### config.mk
export PLATFORM = sky130hd
export DESIGN_NAME = regfile_scoreboard
export DESIGN_NICKNAME = d
export VERILOG_FILES = /design/src/rtl/regfile_scoreboard_pkg.sv /design/src/rtl/regfile_scoreboard_rf_scoreboard.sv /design/src/rtl/regfile_scoreboard.sv
export SDC_FILE = /design/constraint.sdc
export NUM_CORES = 1
export LEC_CHECK = 0
export CAP_MARGIN = 20
export CORE_ASPECT_RATIO = 1.4
export CORE_UTILIZATION = 55
export DETAILED_ROUTE_END_ITERATION = 7
export PLACE_DENSITY = 0.73
export SYNTH_ARGS = -nofsm -noshare
export SYNTH_HDL_FRONTEND = slang
export SYNTH_HIERARCHICAL = 1
export SYNTH_SLANG_ARGS = --single-unit
### constraint.sdc
create_clock -name clk -period 3.7 [get_ports clk]
set_input_delay 0.555 -clock clk [delete_from_list [all_inputs] [get_ports clk]]
set_output_delay 0.555 -clock clk [all_outputs]
set_load 0.03 [all_outputs]
### src/rtl/regfile_scoreboard_pkg.sv
// Shared register-file definitions: default geometry and the init/run state encoding.
package regfile_scoreboard_pkg;

    localparam int RF_DATA_W   = 16;
    localparam int RF_NUM_REGS = 16;

    typedef enum logic {
        INIT = 1'b0,
        RUN  = 1'b1
    } rf_state_e;

endpackage

### src/rtl/regfile_scoreboard_rf_scoreboard.sv
// Pending-write tracker: one busy bit per register plus a registered popcount.
module rf_scoreboard #(
    parameter int NUM_REGS = 16,
    parameter int ADDR_W   = $clog2(NUM_REGS)
) (
    input  logic                clk,
    input  logic                rst_n,
    input  logic                clear,
    input  logic                run,
    input  logic                wr_valid,
    input  logic [ADDR_W-1:0]   waddr,
    input  logic                alloc_en,
    input  logic [ADDR_W-1:0]   alloc_addr,
    output logic [NUM_REGS-1:0] busy,
    output logic                alloc_ok,
    output logic [ADDR_W:0]     pend_cnt
);

    localparam int CNT_W = ADDR_W + 1;

    logic [NUM_REGS-1:0] busy_reg, busy_next;
    logic [CNT_W-1:0]    pend_reg, pend_next;
    logic                clr_wr;

    // A same-cycle write to the requested register frees it, so the reservation may proceed.
    assign alloc_ok = alloc_en && run && (alloc_addr != '0) &&
                      (!busy_reg[alloc_addr] || (wr_valid && (waddr == alloc_addr)));
    assign clr_wr   = wr_valid && busy_reg[waddr];

    always_comb begin
        busy_next = busy_reg;
        pend_next = pend_reg;
        if (clear) begin
            busy_next = '0;
            pend_next = '0;
        end else begin
            if (clr_wr)   busy_next[waddr]      = 1'b0;
            if (alloc_ok) busy_next[alloc_addr] = 1'b1;
            if (alloc_ok && !clr_wr)
                pend_next = pend_reg + CNT_W'(1);
            else if (!alloc_ok && clr_wr)
                pend_next = pend_reg - CNT_W'(1);
        end
    end

    always_ff @(posedge clk or negedge rst_n) begin
        if (!rst_n) begin
            busy_reg <= '0;
            pend_reg <= '0;
        end else begin
            busy_reg <= busy_next;
            pend_reg <= pend_next;
        end
    end

    assign busy     = busy_reg;
    assign pend_cnt = pend_reg;

endmodule

### src/rtl/regfile_scoreboard.sv
// Register file with zero register, write-through bypass, self-zeroing init sweep
// and a reservation scoreboard for destination registers.
module regfile_scoreboard
    import regfile_scoreboard_pkg::*;
#(
    parameter  int DATA_W   = RF_DATA_W,
    parameter  int NUM_REGS = RF_NUM_REGS,
    parameter  int NUM_RD   = 2,
    localparam int ADDR_W   = $clog2(NUM_REGS)
) (
    input  logic                     clk,
    input  logic                     rst_n,
    input  logic                     clear,
    output logic                     ready,
    input  logic                     we,
    input  logic [ADDR_W-1:0]        waddr,
    input  logic [DATA_W-1:0]        wdata,
    input  logic [NUM_RD*ADDR_W-1:0] rd_addr,
    output logic [NUM_RD*DATA_W-1:0] rd_data,
    output logic [NUM_RD-1:0]        rd_busy,
    input  logic                     alloc_en,
    input  logic [ADDR_W-1:0]        alloc_addr,
    output logic                     alloc_ok,
    output logic [ADDR_W:0]          pend_cnt
);

    rf_state_e           state_reg, state_next;
    logic [ADDR_W-1:0]   cnt_reg, cnt_next;
    logic                wr_valid;
    logic [NUM_REGS-1:0] busy;

    logic                mem_we;
    logic [ADDR_W-1:0]   mem_waddr;
    logic [DATA_W-1:0]   mem_wdata;
    logic [DATA_W-1:0]   mem [NUM_REGS];

    assign ready    = (state_reg == RUN);
    assign wr_valid = we && ready && (waddr != '0);

    always_ff @(posedge clk or negedge rst_n) begin
        if (!rst_n) begin
            state_reg <= INIT;
            cnt_reg   <= '0;
        end else begin
            state_reg <= state_next;
            cnt_reg   <= cnt_next;
        end
    end

    always_comb begin
        state_next = state_reg;
        cnt_next   = cnt_reg;
        case (state_reg)
            INIT: begin
                if (clear) begin
                    cnt_next = '0;
                end else if (cnt_reg == ADDR_W'(NUM_REGS - 1)) begin
                    state_next = RUN;
                    cnt_next   = '0;
                end else begin
                    cnt_next = cnt_reg + ADDR_W'(1);
                end
            end
            RUN: begin
                if (clear) begin
                    state_next = INIT;
                    cnt_next   = '0;
                end
            end
            default: begin
                state_next = INIT;
                cnt_next   = '0;
            end
        endcase
    end

    // One shared write port: the init sweep owns it until the file is ready.
    assign mem_we    = !ready || wr_valid;
    assign mem_waddr = ready ? waddr : cnt_reg;
    assign mem_wdata = ready ? wdata : '0;

    always_ff @(posedge clk) begin
        if (mem_we)
            mem[mem_waddr] <= mem_wdata;
    end

    generate
        for (genvar gi = 0; gi < NUM_RD; gi++) begin : gen_rd
            logic [ADDR_W-1:0] ra;
            logic              hit;

            assign ra  = rd_addr[gi*ADDR_W +: ADDR_W];
            assign hit = wr_valid && (waddr == ra);

            assign rd_data[gi*DATA_W +: DATA_W] = (!ready || (ra == '0)) ? '0 :
                                                  hit ? wdata : mem[ra];
            assign rd_busy[gi] = ready && !hit && busy[ra];
        end
    endgenerate

    rf_scoreboard #(
        .NUM_REGS (NUM_REGS),
        .ADDR_W   (ADDR_W)
    ) u_scoreboard (
        .clk        (clk),
        .rst_n      (rst_n),
        .clear      (clear),
        .run        (ready),
        .wr_valid   (wr_valid),
        .waddr      (waddr),
        .alloc_en   (alloc_en),
        .alloc_addr (alloc_addr),
        .busy       (busy),
        .alloc_ok   (alloc_ok),
        .pend_cnt   (pend_cnt)
    );

endmodule

==> metrics <==
Avg Cell Area, Syn 14.85 µm²; Final period util roughly 98%; Clk Latency, worst-skew pair around 560 ps; Largest register FFs 256; Post-Route Utilization approximately two thirds; first-pass GRT wire length between 60000 and 70000 µm; count leader, synth edfxtp_1; metal2 WL 22360 µm; min Tclk post-route between 3000 and 4000 ps; min-delay worst type in -> async; worst setup margin just under 80 ps; num rows 71; WL final around 43000 µm; met1 WL between 15000 and 20000 µm; Final Hold Viols 0; Post-synth top cells edfxtp_1, mux2i_1, o22ai_1, mux4_2, a211oi_1; Place WS -244.1 ps; initial antenna violation count 0; slew margin rel. a little under three fifths; Synth area leader edfxtp_1; Clock transition at path regs 70 ps; EDFF count, synth approximately 260; number of synthesized register bits 282; critical path arrival 3070 ps; drt pass-1 iters 5; via count 10276; Fmax achieved 0.2762 GHz; I/O Buffers 77; global-route usage over all layers between 30% and 40%; Post-Synthesis Net Count around 1000; average routed wire per standard cell 27.80 µm; most used cell, CP buf_4; core area about 27000 µm²; Synthesis Warnings 6; chip width between 100 and 150 µm; CTS tree done; placed instance area 16720 µm²; GP Congestion between 0.9 and 1; Crit. End Element output pin; Post-Syn Instances 1005; CP peak stage delay around 630 ps; grt ovf 0; top cell type's share of synthesized area about half; Antenna diodes 0; DR WL met3 2749 µm; vias in the first global route ~10000; Leak roughly 6.6 nW; Final ANT Viol Nets 0; H-tree depth 1; worst path cell trace clkdlybuf4s50_1, buf_4, nor2_1, a21o_1, buf_4, or2_1, buf_4, buf_4, a211oi_1, buf_4; max cap viols 0; CTS Buffer Depth 3; Setup violations, final 0; WS Path Type in -> out; Die ar. between 20000 and 30000 µm²; post-DP HPWL 28550 µm; Fillers between 1500 and 2000; final slew viol count 0; Layout area overhead 18.66%; ranking of synthesized cells by area edfxtp_1, mux2i_1, mux4_2; die extent in y between 150 and 200 µm; fin nets about 1200; Root Buffer Master clkbuf_16; largest net degree at the start of global routing 36; DRC errors left 0; synth unique cells 63; max layer used met4; PwrDens around 400 nW/µm²; First DRT Iteration DRCs approximately 830; initial core utilization between 50 and 60%; Vias per Instance ~6.7; Peak VDD IR about 350 µV; synthesized area approximately 15000 µm²; sequential-to-total area share from yosys stat between 50% and 60%; share of layout cells above drive strength 1 26.03%; Slew @ Worst Pin approximately 650 ps; Max Clock Skew roughly 24 ps; Critical-path top delay cell clkdlybuf4s50_1; Clock Sinks between 200 and 300; cell area after layout roughly 18000 µm²; RSZ-0062 raised after global routing false; CP Data Required Time about 3100 ps; run status completed; # IOs just under 80; CP Launch Type input port; Crit Path Max Fanout 6; Pwr Total slightly above 7 mW; ys flop type edfxtp_1; Async SR Flop Fraction a little under a tenth; Num CTS Buffers 28
-- cell type report --
| class | count | area (µm²) | area share (%) |
|---|---|---|---|
| Sequential cell | 282 | 8338 | 47.08 |
| Inverter | 11 | 41.29 | 0.2331 |
| Clock inverter | 10 | 86.33 | 0.4874 |
| Clock buffer | 40 | 892.1 | 5.037 |
| Multi-Input combinational cell | 629 | 6133 | 34.63 |
| Timing Repair Buffer | 192 | 1764 | 9.960 |
| Tap cell | 365 | 456.7 | 2.578 |
-- layout by cell type, fill, tap and decap left out, types with 31 or more instances in the layout --
cell type,Yosys,final
mux2_2,31,31
mux4_1,33,33
o22ai_1,63,63
mux4_2,45,45
clkdlybuf4s50_1,0,37
a21oi_1,35,35
buf_4,6,123
a211oi_1,44,44
edfxtp_1,256,256
clkbuf_16,0,33
mux2i_1,142,142
-- kinds of logic (layout without fill, tap and decap cells) --
family                     Yosys count  in the layout  share of synthesized area [%]
DFF                                282            282                          55.86
muxes                              255            255                          24.84
AOI/OAI and AO/OA                  197            197                          8.843
and+or+nand+nor                    155            155                          5.524
buffers and inverters               94            253                          3.319
xor gates and xnor gates            16             16                          1.065
adders and majority gates            6              6                         0.5532
-- per-layer routing --
metal	GRT usage [%]	vias to the layer above
met4	17.07	0
met1	36.01	5205
met3	4.106	179
li1	-	4381
met2	55.94	511
met5	0	-
-- worst paths after layout --
check | start | endpoint | slack (ps) | cells past startpoint
max | waddr[0] | rd_data[0] | 80 | 10
min | rst_n | u_scoreboard/busy[13] | 390 | 2
max reg2reg | u_scoreboard/busy[12] | u_scoreboard/pend_cnt[4] | 530 | 11
min reg2reg | u_scoreboard/pend_cnt[1] | u_scoreboard/pend_cnt[1] | 620 | 2
max in group asynchronous | rst_n | u_scoreboard/busy[2] | 3020 | 2
min in group clk | u_scoreboard/pend_cnt[1] | u_scoreboard/pend_cnt[1] | 620 | 2
-- through the flow --
step | cells | hold WS [ps] | setup TNS (ps)
2_1_floorplan | 1005 | 259.4 | 0
3_3_place_gp | 1476 | 600.5 | -536.0
3_5_place_dp | 1478 | 611.7 | -658.9
4_1_cts | 1528 | 392.7 | 0
5_1_grt | 1529 | 410.9 | 0
6_report | 1529 | 385.6 | 0
-- where the power goes --
| group | total (mW) | switching [mW] | internal [mW] |
|---|---|---|---|
| registers | 3.54 | 0.0317 | 3.50 |
| clock network | 2.95 | 1.20 | 1.75 |
| logic | 0.682 | 0.378 | 0.304 |
| total | 7.16 | 1.61 | 5.55 |
-- worst max-delay path: cells and delay by family --
kind,cells,cell delay [ps]
AO/OA/AOI/OAI,2,530
buffers and inverters,6,1570
AND/OR/NAND/NOR,2,400
-- timing repair --
action                                  in CTS  in global routing
resized for setup                            7                  2
hold buffers                                 0                  0
pin swaps                                    0                  0
endpoints found under the setup margin       7                  2
cloned                                       0                  0
setup buffers                                0                  0
No activity file was read; power rests on OpenSTA's default activity.
